**src/rtl/cm_pkg.sv**
```systemverilog
// Shared definitions for the complex multiplier / derotator.
// Holds the datapath widths, the pipeline latency, the 16-entry cosine table
// and a lookup function returning the {cos, sin} coefficient pair for a
// 4-bit table index.
package cm_pkg;

   localparam int unsigned CM_IN_W   = 8;
   localparam int unsigned CM_COEF_W = 8;
   localparam int unsigned CM_OUT_W  = 17;
   localparam int unsigned CM_LAT    = 3;

   // round(127 * cos(2*pi*k/16)), k = 0..15; -128 never appears, so negation is safe.
   localparam logic signed [CM_COEF_W-1:0] CM_COS_TBL [16] = '{
      8'sd127,  8'sd117,  8'sd90,   8'sd49,
      8'sd0,   -8'sd49,  -8'sd90,  -8'sd117,
     -8'sd127, -8'sd117, -8'sd90,  -8'sd49,
      8'sd0,    8'sd49,   8'sd90,   8'sd117
   };

   // Returns {C[k], S[k]}; sin is cos shifted by a quarter turn: S[k] = C[(k-4) mod 16].
   function automatic logic [2*CM_COEF_W-1:0] cm_coef(input logic [3:0] k);
      logic [3:0] ks;
      ks = k - 4'd4;
      return {CM_COS_TBL[k], CM_COS_TBL[ks]};
   endfunction

endpackage

```
**src/rtl/cm_phase_gen.sv**
```systemverilog
// Phase accumulator and coefficient lookup for the derotator.
// Ports:
//   clk, rstb       clock, synchronous active-low reset
//   in_en           sample accepted this cycle (advances the phase)
//   ph_clr          synchronous phase clear (current sample uses phase 0)
//   ph_step         unsigned phase increment per accepted sample
//   c_o, d_o        registered coefficient real/imag parts, aligned with stage 1
module cm_phase_gen
   import cm_pkg::*;
#(
   parameter int unsigned PH_W    = 8,
   parameter bit          ROT_DIR = 1'b0
) (
   input  logic                        clk,
   input  logic                        rstb,
   input  logic                        in_en,
   input  logic                        ph_clr,
   input  logic [PH_W-1:0]             ph_step,
   output logic signed [CM_COEF_W-1:0] c_o,
   output logic signed [CM_COEF_W-1:0] d_o
);

   logic [PH_W-1:0]             ph_q, ph_d, ph_use;
   logic [3:0]                  k;
   logic [2*CM_COEF_W-1:0]      cs;
   logic signed [CM_COEF_W-1:0] s;
   logic signed [CM_COEF_W-1:0] c_d, d_d, c_q, d_q;

   always_comb begin
      // A clear overrides the held phase for the sample presented this cycle.
      ph_use = ph_clr ? '0 : ph_q;
      k      = ph_use[PH_W-1 -: 4];
      cs     = cm_coef(k);
      s      = cs[CM_COEF_W-1:0];
      ph_d   = ph_q;
      c_d    = '0;
      d_d    = '0;
      if (in_en) begin
         ph_d = ph_use + ph_step;
         c_d  = cs[2*CM_COEF_W-1:CM_COEF_W];
         d_d  = ROT_DIR ? -s : s;
      end else if (ph_clr) begin
         ph_d = '0;
      end
   end

   always_ff @(posedge clk) begin
      if (!rstb) begin
         ph_q <= '0;
         c_q  <= '0;
         d_q  <= '0;
      end else begin
         ph_q <= ph_d;
         c_q  <= c_d;
         d_q  <= d_d;
      end
   end

   assign c_o = c_q;
   assign d_o = d_q;

endmodule

```
**src/rtl/cm_derotator.sv**
```systemverilog
// Pipelined complex multiplier / derotator: (in_i + j*in_q) * (c + j*d),
// where c + j*d is a unit phasor from a free-running phase accumulator.
// Fixed latency of 3 clocks, one sample per clock, no backpressure.
// Ports:
//   clk, rstb             clock, synchronous active-low reset
//   in_i, in_q            8-bit signed input sample
//   in_en                 input sample valid
//   ph_step               phase increment per accepted sample
//   ph_clr                synchronous phase clear
//   CM_data_i, CM_data_q  17-bit signed product (zero when CM_en is low)
//   CM_en                 output valid
module cm_derotator
   import cm_pkg::*;
#(
   parameter int unsigned PH_W    = 8,
   parameter bit          ROT_DIR = 1'b0
) (
   input  logic                       clk,
   input  logic                       rstb,
   input  logic signed [CM_IN_W-1:0]  in_i,
   input  logic signed [CM_IN_W-1:0]  in_q,
   input  logic                       in_en,
   input  logic [PH_W-1:0]            ph_step,
   input  logic                       ph_clr,
   output logic signed [CM_OUT_W-1:0] CM_data_i,
   output logic signed [CM_OUT_W-1:0] CM_data_q,
   output logic                       CM_en
);

   localparam int unsigned PROD_W = CM_IN_W + CM_COEF_W;

   logic [CM_LAT-1:0]           vld_q;
   logic signed [CM_IN_W-1:0]   a_q, b_q;
   logic signed [CM_COEF_W-1:0] c, d;
   logic signed [PROD_W-1:0]    a_x, b_x, c_x, d_x;
   logic signed [PROD_W-1:0]    ac_d, bd_d, ad_d, bc_d;
   logic signed [PROD_W-1:0]    ac_q, bd_q, ad_q, bc_q;
   logic signed [CM_OUT_W-1:0]  out_i_d, out_q_d, out_i_q, out_q_q;

   cm_phase_gen #(
      .PH_W    (PH_W),
      .ROT_DIR (ROT_DIR)
   ) u_phase_gen (
      .clk     (clk),
      .rstb    (rstb),
      .in_en   (in_en),
      .ph_clr  (ph_clr),
      .ph_step (ph_step),
      .c_o     (c),
      .d_o     (d)
   );

   always_comb begin
      // Sign-extend before multiplying so the product is formed at full width.
      a_x  = PROD_W'(a_q);
      b_x  = PROD_W'(b_q);
      c_x  = PROD_W'(c);
      d_x  = PROD_W'(d);
      ac_d = '0;
      bd_d = '0;
      ad_d = '0;
      bc_d = '0;
      if (vld_q[0]) begin
         ac_d = a_x * c_x;
         bd_d = b_x * d_x;
         ad_d = a_x * d_x;
         bc_d = b_x * c_x;
      end
      out_i_d = '0;
      out_q_d = '0;
      if (vld_q[1]) begin
         out_i_d = CM_OUT_W'(ac_q) - CM_OUT_W'(bd_q);
         out_q_d = CM_OUT_W'(ad_q) + CM_OUT_W'(bc_q);
      end
   end

   always_ff @(posedge clk) begin
      if (!rstb) begin
         vld_q   <= '0;
         a_q     <= '0;
         b_q     <= '0;
         ac_q    <= '0;
         bd_q    <= '0;
         ad_q    <= '0;
         bc_q    <= '0;
         out_i_q <= '0;
         out_q_q <= '0;
      end else begin
         vld_q   <= {vld_q[CM_LAT-2:0], in_en};
         a_q     <= in_en ? in_i : '0;
         b_q     <= in_en ? in_q : '0;
         ac_q    <= ac_d;
         bd_q    <= bd_d;
         ad_q    <= ad_d;
         bc_q    <= bc_d;
         out_i_q <= out_i_d;
         out_q_q <= out_q_d;
      end
   end

   assign CM_data_i = out_i_q;
   assign CM_data_q = out_q_q;
   assign CM_en     = vld_q[CM_LAT-1];

endmodule

```
**config.mk**
```make
export PLATFORM = sky130hd
export DESIGN_NAME = cm_derotator
export DESIGN_NICKNAME = d
export VERILOG_FILES = /design/src/rtl/cm_pkg.sv /design/src/rtl/cm_phase_gen.sv /design/src/rtl/cm_derotator.sv
export SDC_FILE = /design/constraint.sdc
export NUM_CORES = 1
export LEC_CHECK = 0
export ABC_AREA = 1
export CORE_ASPECT_RATIO = 0.75
export CORE_MARGIN = 3
export CORE_UTILIZATION = 45
export CTS_CLUSTER_DIAMETER = 40
export DETAILED_ROUTE_END_ITERATION = 12
export GPL_ROUTABILITY_DRIVEN = 0
export SYNTH_ARGS = -nofsm -noshare
export SYNTH_HDL_FRONTEND = slang
export SYNTH_SLANG_ARGS = --single-unit
```
**constraint.sdc**
```tcl
create_clock -name clk -period 13.07 [get_ports clk]
set_clock_uncertainty 0.2 [all_clocks]
set_input_delay 1.307 -clock clk [delete_from_list [all_inputs] [get_ports clk]]
set_output_delay 1.307 -clock clk [all_outputs]
set_load 0.05 [all_outputs]
```
* Word level (Yosys, flattened, before mapping)
Memory sizes are Yosys's and may differ from the RTL's. A register that Yosys moved wholly into a read port is not among the register bits.
Cells that the tools add are included.
** Operators by class
- Add/subtract/negate cells :: 4
- Multiply operators :: 4
- Mux-type cells :: 2
- Bitwise logic cells :: 2
- Reduce and logical (&&, ||, !) cells :: 5
** Operators with widths (number)
- multiplier 8 x 8 -> 16 bit :: 4
- adder 16 x 16 -> 17 bit :: 1
- subtractor 16 x 16 -> 17 bit :: 1
- two-way mux 8 bit :: 2
- NOT 4 -> 5 bit :: 2
- adder 8 bit :: 1
- AND reduction 2 bit :: 3
- subtractor 4 x 3 -> 4 bit, second input constant :: 1
- logical NOT 1 bit :: 2
** Word-level totals
- Flip-flop bits (word level) :: 125
- Memory bits (read-only) :: 256
- Bits of input ports :: 28
- Word-level logic and storage cells :: 29
- Memories :: 2
** Memories
- (no name shown) :: words 16, width 8, read ports 1, clocked after Yosys merged registers in 1, wr ports 0, RTL line cm_pkg.sv:24 : return {CM_COS_TBL[k], CM_COS_TBL[ks]};
- (no name shown) :: words 16, width 8, read ports 1, clocked after Yosys merged registers in 1, wr ports 0, RTL line cm_pkg.sv:24

* Logic depth before layout (Yosys ltp)
Gate-level depths: netlist of run 1.
- Word-level depth :: 3
- Depth in mapped cells :: 24
- Mapped depth without buffers :: 22

* Cells and area by module
A second synthesis of run 1 with hierarchy kept.
** Unflattened totals
- Cells, all modules :: 2318
- Area, all modules :: 16651.0 µm²
** Modules (own cells, without submodules)
- cm_derotator :: instances 1, cells an instance 2135, area an instance 15324.7 µm², seq. area each 2342.2 µm²
- cm_phase_gen :: instances 1, cells an instance 183, area an instance 1326.3 µm², seq. area each 480.5 µm²

* Worst setup path after synthesis of run 1
No wires, ideal clock.
- Kind :: register -> register
- Start :: register u_phase_gen.d_q[4] (netlist: u_phase_gen.d_o[4])
- End :: register bd_q[15]
- Setup time :: 0.115 ns
- Arrival time :: 3.963 ns
- Data required time :: 12.755 ns
- Slack :: 8.792 ns
- Stages on the path, launching flop included :: 18
- Buffers on the path :: 2
- Cell sequence :: dfxtp_1 clkbuf_1 clkbuf_1 nand2_1 fa_1 inv_1 fa_1 fa_1 inv_1 fa_1 inv_1 ha_1 a21oi_1 nand2_1 nand2_1 nand3_1 a21oi_1 nor2_1
** On the way
- Longest elaborated chain between the ends :: 1
** RTL lines
- start, declared :: RTL line cm_phase_gen.sv:27 : logic signed [CM_COEF_W-1:0] c_d, d_d, c_q, d_q;
- multiplier 8 x 8 -> 16 bit :: RTL line cm_derotator.sv:65 : bd_d = b_x * d_x;
- end signal, assigned :: RTL line cm_derotator.sv:83 : bd_q <= '0;
- end signal, assigned :: RTL line cm_derotator.sv:93 : bd_q <= bd_d;
- end, declared :: RTL line cm_derotator.sv:37 : logic signed [PROD_W-1:0] ac_q, bd_q, ad_q, bc_q;
No other way between the ends.
A chain may end at the register's enable or synchronous reset.

* Final worst setup path of run 1
- Start :: register u_phase_gen.d_q[2] (netlist: u_phase_gen.d_o[2])
- End :: register ad_q[15]
** On the way
- Longest elaborated chain between the ends :: 1
** RTL lines
- multiplier 8 x 8 -> 16 bit :: RTL line cm_derotator.sv:66 : ad_d = a_x * d_x;
- end signal, assigned :: RTL line cm_derotator.sv:84 : ad_q <= '0;
- end signal, assigned :: RTL line cm_derotator.sv:94 : ad_q <= ad_d;
- end, declared :: RTL line cm_derotator.sv:37
No other way between the ends.

==> results of run 1 <==
## per-layer routing
layer	wire (µm)	vias to the layer above	GRT usage
met1	20000	6193	0.314
met3	2110	53	0.0361
met2	17400	357	0.342
met4	812	0	0.0565
met5	0	-	0
li1	-	6808	-
## metrics by stage
stage / utilization / instances / hold WS, ns / worst slack (ns)
3_5_place_dp: 0.488 / 2806 / 0.287 / 8.10
3_3_place_gp: 0.488 / 2806 / 0.284 / 8.19
6_report: 0.504 / 2838 / 0.291 / 8.08
4_1_cts: 0.504 / 2838 / 0.298 / 8.06
5_1_grt: 0.504 / 2838 / 0.315 / 7.74
2_1_floorplan: - / 2312 / 0.263 / 8.79
## final timing paths
kind	cells after the start	end	slack, ns	start
max	16	ad_q[15]	8.08	u_phase_gen.d_o[2]
min	2	u_phase_gen.ph_q[3]	0.29	u_phase_gen.ph_q[3]
max reg2reg	16	ad_q[15]	8.08	u_phase_gen.d_o[2]
min reg2reg	2	u_phase_gen.ph_q[3]	0.29	u_phase_gen.ph_q[3]
## placed cells by master, fill, tap and decap left out, drive strengths merged, types with 2 or more instances in the layout
master,netlist,routed
a21o,8,8
a21oi,125,125
a31oi,6,6
and2,4,4
clkbuf,52,17
clkdlybuf4s50,0,62
clkinv,1,5
dfxtp,141,141
fa,223,223
ha,158,158
inv,655,664
nand2,534,534
nand3,71,71
nand3b,9,9
nand4,2,2
nor2,189,189
nor3,8,8
nor3b,5,5
o21a,5,5
o21ai,82,82
o22ai,3,3
or2,5,5
xnor2,7,7
## kinds of logic after synthesis
| kind of cell | count (synthesis) | share of synthesized area |
|---|---|---|
| and+or+nand+nor | 827 | 0.202 |
| buffers and inverters | 721 | 0.164 |
| adders and majority gates | 381 | 0.386 |
| AOI/OAI and AO/OA | 234 | 0.0748 |
| DFF | 141 | 0.169 |
| xor gates and xnor gates | 8 | 0.00420 |
## layout make-up
type                       count  area (µm²)
clock buffer                  17         425
tap                          496         621
sequential                   141        2820
fill                        3667       17900
clock inverter                15         148
timing repair buffer          63         628
inverter                     656        2470
multi-input combinational   1450       11100
## worst max-delay path: cells and delay by family (launching register included)
| family | cells | cell delay [ns] |
|---|---|---|
| adder cells (fa/ha/maj) | 5 | 2.63 |
| flip-flops | 1 | 0.85 |
| buffers and inverters | 3 | 0.19 |
| AND/OR/NAND/NOR | 8 | 0.98 |
## state kept, by name (all words and copies together) (netlist names)
| name | flops |
|---|---|
| u_phase_gen.c_o | 8 |
| ac_q | 16 |
| b_q | 8 |
| u_phase_gen.d_o | 8 |
| a_q | 8 |
| CM_data_i | 17 |
| ad_q | 16 |
| CM_data_q | 17 |
| u_phase_gen.ph_q | 8 |
| bd_q | 16 |
| vld_q | 3 |
| bc_q | 16 |
## power by group
group	internal, W	total, W	switching [W]
sequential	0.000439	0.000468	0.0000280
clock	0.000268	0.000495	0.000227
combinational	0.0000700	0.000185	0.000115
==> metrics.md, run 1 <==
| Metric | Value |
|---|---|
| CP arrival | `roughly 5.1 ns` |
| Crit. End Element | `register` |
| Largest net degree at the start of global routing | `38` |
| Req. time, crit path | `13.21 ns` |
| Post-Syn Area per Cell | `7.22 µm²` |
| Buffers on Ports | `62` |
| CP Cell Sequence | `nand2_1, fa_1, inv_1, fa_1, inv_1, fa_1, inv_1, fa_1, ha_1, nand2_1, nor2_1, nand3_1, nand3_1, nand3_1, nand2_1, nor2_1` |
| DR DRC count | `0` |
| First-pass GRT wire length | `around 70000 µm` |
| P_leak | `10.5 nW` |
| Die Span X | `between 200 and 250 µm` |
| DRT Wirelength | `between 40000 and 50000 µm` |
| Fin crit period | `approximately 5 ns` |
| CP Class | `register to register` |
| # rows | `60` |
| Post-layout total power | `about 0.0011 W` |
| Number of global-route vias before repair | `between 10000 and 15000` |
| CTS tree | `done` |
| CTS max path bufs | `2` |
| Synthesis-to-finish area growth | `9.31%` |
| Post-Syn Instances | `between 2000 and 2500` |
| Worst Path Max Fanout | `16` |
| PostCTS Resize Cnt | `0` |
| Status | `complete, no violations` |
| Area leader, netlist | `fa_1` |
| Fin nets | `approximately 2700` |
| Post-synthesis register bit count | `roughly 140` |
| Post-synth top cells | `inv_1 (649), nand2_1 (520), fa_1 (223)` |
| Fmax achieved | `~200 MHz` |
| Slowest stage delay, CP | `0.85 ns` |
| Max_slew headroom | `0.144` |
| Top-count cell post-synth | `inv_1` |
| Area contributors post-synth | `fa_1 (27%), dfxtp_1 (17%), inv_1 (15%)` |
| Hold Crit Class | `register to register` |
| CTS Sinks | `141` |
| CORE AREA | `about 36000 µm²` |
| Ys async rst share | `0` |
| Tcrit/Tclk final | `0.382` |
| RSZ-0062 raised after global routing | `no` |
| CP max stage cell | `dfxtp_1` |
| Starting Density | `0.461` |
| Mapped Area | `between 15000 and 20000 µm²` |
| Net Count, Synth | `between 2000 and 3000` |
| Share of the synthesized area in the top cell type | `0.268` |
| Top_reg_cell synth | `dfxtp_1` |
| Cts hold-fix bufs | `0` |
| Via/cell ratio | `around 4.7` |
| Skew-Pair Late Insertion Delay | `between 0.4 and 0.5 ns` |
| Starting DRT DRC Count | `1069` |
| Antenna Nets Post-Route | `0` |
| Placed Area | `around 18000 µm²` |
| DRT Pass-1 Iters | `6` |
| Synth Warn # | `0` |
| Synth cell types | `43` |
| Drt wl/cell | `around 14 µm` |
| DR vias | `13400` |
| Die Span Y | `roughly 170 µm` |
| Layout cells sized above 1 | `0.0303` |
| Post-synth EDFFs | `0` |
| Final Max Tran Viols | `0` |
| H-tree depth | `4` |
| I/O pins | `63` |
| Max cap viols | `0` |
| Gr usage total | `0.218` |
| Ant. Diodes | `0` |
| Final Hold Fails | `0` |
| CTS root buf | `clkbuf_16` |
| Maximum vdd ir drop | `between 90 and 100 µV` |
| PD cells | `between 60 and 70 nW/µm²` |
| DP HPWL | `32700 µm` |
| Post-CTS setup buffers | `0` |
| Clock transition at the registers of the reported paths | `0.07 ns` |
| Worst-Margin Slew | `between 1 and 1.5 ns` |
| Initial antenna violation count | `0` |
| Inserted Clock Buffers | `17` |
| Die area | `~39000 µm²` |
| CP most frequent cell | `fa_1` |
| Sequential area share after synthesis | `0.169` |
| Startpoint Class | `register` |
| Final TNS setup | `0 ns` |
| Grt total ovfl | `0` |
| # setup viols final | `0` |
| Finished Cell Area | `~18000 µm²` |
Power figures use the tool's default switching activity.
==> run 2, diff against run 1 <==
==> constraint.sdc (replaced) <==
create_clock -name clk -period 4.08 [get_ports clk]
set_clock_uncertainty 0.2 [all_clocks]
set_input_delay 0.408 -clock clk [delete_from_list [all_inputs] [get_ports clk]]
set_output_delay 0.408 -clock clk [all_outputs]
set_load 0.05 [all_outputs]
==> run 2 against run 1 <==
  * The flow now finishes with violations (negative setup slack)
  * Utilization grew 7.9 points
  * Via count grew 5.9%
  * Critical path depth grew 6
  * Routed wire length grew 3.7%
==> metrics.md, run 2 (same netlist as run 1, synthesis figures left out) <==
| Metric | Value |
|---|---|
| CTS max path bufs | `2` |
| Antenna Nets Post-Route | `0` |
| Share of the core filled with cells | `0.583` |
| Slowest stage delay, CP | `between 0.5 and 0.6 ns` |
| Most common cell after layout, fill and taps aside | `inv_1` |
| # rows | `60` |
| Die Span Y | `about 170 µm` |
| CP max stage cell | `fa_1` |
| Maximum vdd ir drop | `around 230 µV` |
| Number of global-route vias before repair | `~14000` |
| Final Max Tran Viols | `0` |
| Drt wl/cell | `~14 µm` |
| Reg2Reg Depth | `22` |
| Max cap viols | `0` |
| Final Hold Fails | `0` |
| Synthesis-to-finish area growth | `26.4%` |
| CTS Sinks | `about 140` |
| Status | `finished with violations` |
| Final TNS setup | `-0.568 ns` |
| Largest net degree at the start of global routing | `38` |
| CP most frequent cell | `nand2_2` |
| DR vias | `roughly 14000` |
| Initial antenna violation count | `0` |
| Clock transition at the registers of the reported paths | `0.07 ns` |
| Storage cell area | `2890 µm²` |
| Critical R2R Capture | `ad_q[13]` |
| Die area | `approximately 39000 µm²` |
| Req. time, crit path | `around 4.2 ns` |
| P_leak | `11.7 nW` |
| # setup viols final | `17` |
| DRT Wirelength | `around 42000 µm` |
| Crit path buffers/inverters | `7` |
| Finished Cell Area | `approximately 21000 µm²` |
| Fillcell total | `between 3000 and 4000` |
| Worst-Margin Slew | `0.579 ns` |
| Grt total ovfl | `0` |
| Skew-Pair Late Insertion Delay | `between 0.4 and 0.5 ns` |
| CORE AREA | `36200 µm²` |
| CTS root buf | `clkbuf_16` |
| Top cell family by delay on the critical path | `adder cells` |
| Fin worst setup slack | `-0.0669 ns` |
| Gr usage total | `0.217` |
| Min-Delay Path Depth | `3` |
| DP HPWL | `about 33000 µm` |
| Crit. End Element | `register` |
| Worst hold margin | `roughly 0.28 ns` |
| Placement Setup Slack | `-0.448 ns` |
| Buffers on Ports | `62` |
| Hold EP | `b_q[4]` |
| PD cells | `roughly 190 nW/µm²` |
| Starting DRT DRC Count | `a little over 900` |
| Worst Path Max Fanout | `6` |
| DR DRC count | `0` |
| Worst hold start | `in_q[4]` |
| First-pass GRT wire length | `about 70000 µm` |
| CP Cell Sequence | `buf_12, buf_4, nand2_2, inv_2, fa_1, fa_1, fa_1, inv_2, fa_1, inv_2, ha_4, nand2_4, inv_2, nand2_2, nand2_2, inv_2, nand2_2, nand2_2, nand2_2, nand2_1, nand2_1, nor2_2` |
| R2R setup slack | `-0.07 ns` |
| Layout cells sized above 1 | `0.204` |
| Max_slew headroom | `0.613` |
| FF-to-FF Start | `a_q[5]` |
| DRT Pass-1 Iters | `5` |
| H-tree depth | `4` |
| Placed Area | `around 19000 µm²` |
| Via/cell ratio | `around 4.7` |
| Startpoint Class | `register` |
| Fin crit period | `around 4.1 ns` |
| Tcrit/Tclk final | `1.02` |
| Failing checks | `negative setup slack` |
| Fmax achieved | `241 MHz` |
| Ant. Diodes | `0` |
| I/O pins | `63` |
| Die Span X | `between 200 and 250 µm` |
| Starting Density | `0.461` |
| Inserted Clock Buffers | `17` |
| Hold Crit Class | `input port to register` |
| RSZ-0062 raised after global routing | `yes` |
| CTS tree | `done` |
| Most frequent cells in the layout | `inv_1 (600), nand2_1 (469), fa_1 (212)` |
| CP Class | `register to register` |
| Multi-input gate area | `around 12000 µm²` |
| Fin nets | `2944` |
| CP arrival | `~4.3 ns` |
[run 2: changes by cell type in the layout (fill, tap and decap cells not counted), sizes merged]
| cell | delta |
|---|---|
| bufinv | +1 |
| clkinv | -1 |
| inv | -1 |
| clkinvlp | +1 |
| buf | +206 |
[run 2: through the flow]
| stage | std cells | power, W |
|---|---|---|
| after detailed placement | 2983 | 0.00223 |
| after CTS | 3037 | 0.00400 |
| after floorplan | 2312 | 0.00194 |
| after global placement | 2983 | 0.00222 |
| after global routing | 3044 | 0.00421 |
| final | 3044 | 0.00401 |
[run 2: power breakdown]
part	total [W]	switching (W)	leakage, nW	internal [W]
registers	0.00145	0.0000437	1.16	0.00140
clock network	0.00166	0.000730	0.298	0.000934
logic	0.000895	0.000502	10.3	0.000393
[run 2: worst max path at each step]
stage,from,to,cells past startpoint
2_1_floorplan,a_q[7],ad_q[15],15
3_3_place_gp,u_phase_gen.c_o[3],ac_q[15],18
3_5_place_dp,u_phase_gen.c_o[3],ac_q[15],18
4_1_cts,u_phase_gen.c_o[2],ac_q[13],18
5_1_grt,a_q[7],ad_q[13],22
6_report,a_q[5],ad_q[13],22
[run 2: what timing repair did]
item | in CTS | in global routing
hold buffers | 0 | 0
resized for setup | 166 | 143
pin swaps | 75 | 61
buffers inserted | 22 | 7
hold endpoints to repair | 0 | 0
setup endpoints to repair | 36 | 35
cloned | 0 | 0
[run 2: layout make-up]
cell class,count,share of cell area
Multi-Input combinational cell,1450,0.576
Timing Repair Buffer,269,0.111
Clock buffer,17,0.0202
Inverter,656,0.117
Clock inverter,15,0.00931
Sequential cell,141,0.137
Tap cell,496,0.0294
[run 2: worst min-delay path, delay by kind of cell]
kind / cells / cell delay, ns
buffers and inverters: 2 / 0.45
and+or+nand+nor: 1 / 0.03
[run 2: metal layers]
layer	vias up	global-route usage	wire, µm
li1	7214	-	-
met1	6642	0.304	20100
met2	300	0.351	19100
met3	40	0.0292	1860
met4	0	0.0628	721
met5	-	0	0
==> RTL edit (flow settings as in run 2) <==
Take the reset off `ac_q` and load it in a clocked block of its own.
--- a/src/rtl/cm_derotator.sv
+++ b/src/rtl/cm_derotator.sv
@@ -79,7 +79,6 @@
          vld_q   <= '0;
          a_q     <= '0;
          b_q     <= '0;
-         ac_q    <= '0;
          bd_q    <= '0;
          ad_q    <= '0;
          bc_q    <= '0;
@@ -89,7 +88,6 @@
          vld_q   <= {vld_q[CM_LAT-2:0], in_en};
          a_q     <= in_en ? in_i : '0;
          b_q     <= in_en ? in_q : '0;
-         ac_q    <= ac_d;
          bd_q    <= bd_d;
          ad_q    <= ad_d;
          bc_q    <= bc_d;
@@ -98,6 +96,10 @@
       end
    end
 
+   always_ff @(posedge clk) begin
+      ac_q <= ac_d;
+   end
+
    assign CM_data_i = out_i_q;
    assign CM_data_q = out_q_q;
    assign CM_en     = vld_q[CM_LAT-1];
Check against the original RTL: no difference found for any inputs over 4 cycles, from zero or initial values and one cycle with rstb low; that may be too few to reach the edited logic, so the function may still have changed.
==> RTL edit against run 2 <==
The run still ends with setup timing left; sequential cell count stayed put; fmax is 0.43% lower; power is 0.47% lower; largest power group unchanged; design area is 1.6% higher; setup slack worse by 18 ps; area after synthesis is 0.21% lower; global-route usage is 0.12 points higher; sequential share of layout area is 0.13 points lower; critical endpoint is now bd_q[14]$_SDFF_PN0_; wire length is 2.4% higher; non-clock buffer count is 4 higher.
==> RTL edit: results (changes against run 2) <==
[status]
outcome=complete, but fails checks
violations=setup timing

[finish]
area_growth_pct=28.74
fill_cells=3277  ; -1.5%
seqCellArea_sq_um=2909  ; +0.65%
inverters=654  ; -0.30%
final-clk-cell-share=0.02667  ; -0.002802
signal_buffers=273  ; +1.5%
multi_input_area_sq_um=12410  ; +2.1%
design.seq.count=141  ; unchanged
clock_buffers=19  ; +2
drive_gt1_frac=0.2322  ; +0.02813

[synthesis]
synth_compound_area_frac=0.07400  ; -0.0008193
synth_xor_area_frac=0.005785  ; +0.001587
yosys-top-cells-area=fa_1, dfxtp_1, inv_1, nand2_1, ha_1
synthTopCellsByCount=inv_1, nand2_1, fa_1, nor2_1, ha_1
ys_types=37  ; -14%

[detailed_routing]
via_count=14360  ; +1.2%
drtIter0Drc=926  ; +2.3%
drt-vias-per-instance=4.703  ; +0.85%
met3_length_um=1789  ; -3.8%
routedWlPerCell_um=14.01  ; +2.1%
wl_met2_um=19470  ; +1.8%

[grt]
grt_max_degree=28  ; -26%
use_met2=0.3476  ; -0.003773
grt_pass1_wl_um=70660  ; +0.50%
use_met3=0.03426  ; +0.005105

[place]
post_dp_cell_area_sq_um=19040  ; -0.36%

[setup_path]
rr_startpoint=b_q[6]$_SDFF_PN0_
r2r_cells=18  ; -18%
slowest_delay_ps=600  ; +40 ps
arrival_ps=4350  ; +60 ps

[sta]
finalSetupViolCount=9  ; -8
fin_tns_setup_ps=-420.6  ; +147.5 ps
fin_hold_ws_ps=272.7  ; -5.039 ps
fin_ws_ps=-84.74  ; -17.85 ps

[min_path]
holdPathEnd=a_q[1]$_SDFF_PN0_

[pwr]
power_mw=3.988  ; -0.47%
pwr_density_cell_nw_per_um2=186.0  ; -2.1%
p_sw_mw=1.263  ; -1.0%

[RTL edit: changes by cell type in the layout (fill, tap and decap cells not counted), sizes merged, moves of 2 or more]
cell / run 2 / this run
inv: 663 / 654
clkbuf: 17 / 19
nor2: 189 / 191
nand2: 534 / 540
o21a: 5 / 7
buf: 207 / 211
a21oi: 125 / 121
clkinv: 4 / 8
xor2: 1 / 4
a21boi: 1 / 3
[RTL edit: how the worst max path moves through the flow]
stage | end | slack (ps) | cells past startpoint
finish | bd_q[14]$_SDFF_PN0_ | -80 | 18
global route | bc_q[15]$_SDFF_PN0_ | -230 | 20
CTS | bc_q[15]$_SDFF_PN0_ | -70 | 17
detailed placement | ac_q[15]$_SDFF_PN0_ | -300 | 18
global placement | bc_q[14]$_SDFF_PN0_ | -260 | 16
floorplan | bc_q[15]$_SDFF_PN0_ | -50 | 18
[RTL edit: timing repair]
item	in CTS	in global routing
setup buffers	18	31
setup endpoints to repair	34	36
hold buffers	0	0
endpoints found under the hold margin	0	0
pin swaps	42	125
gates resized for setup	164	294
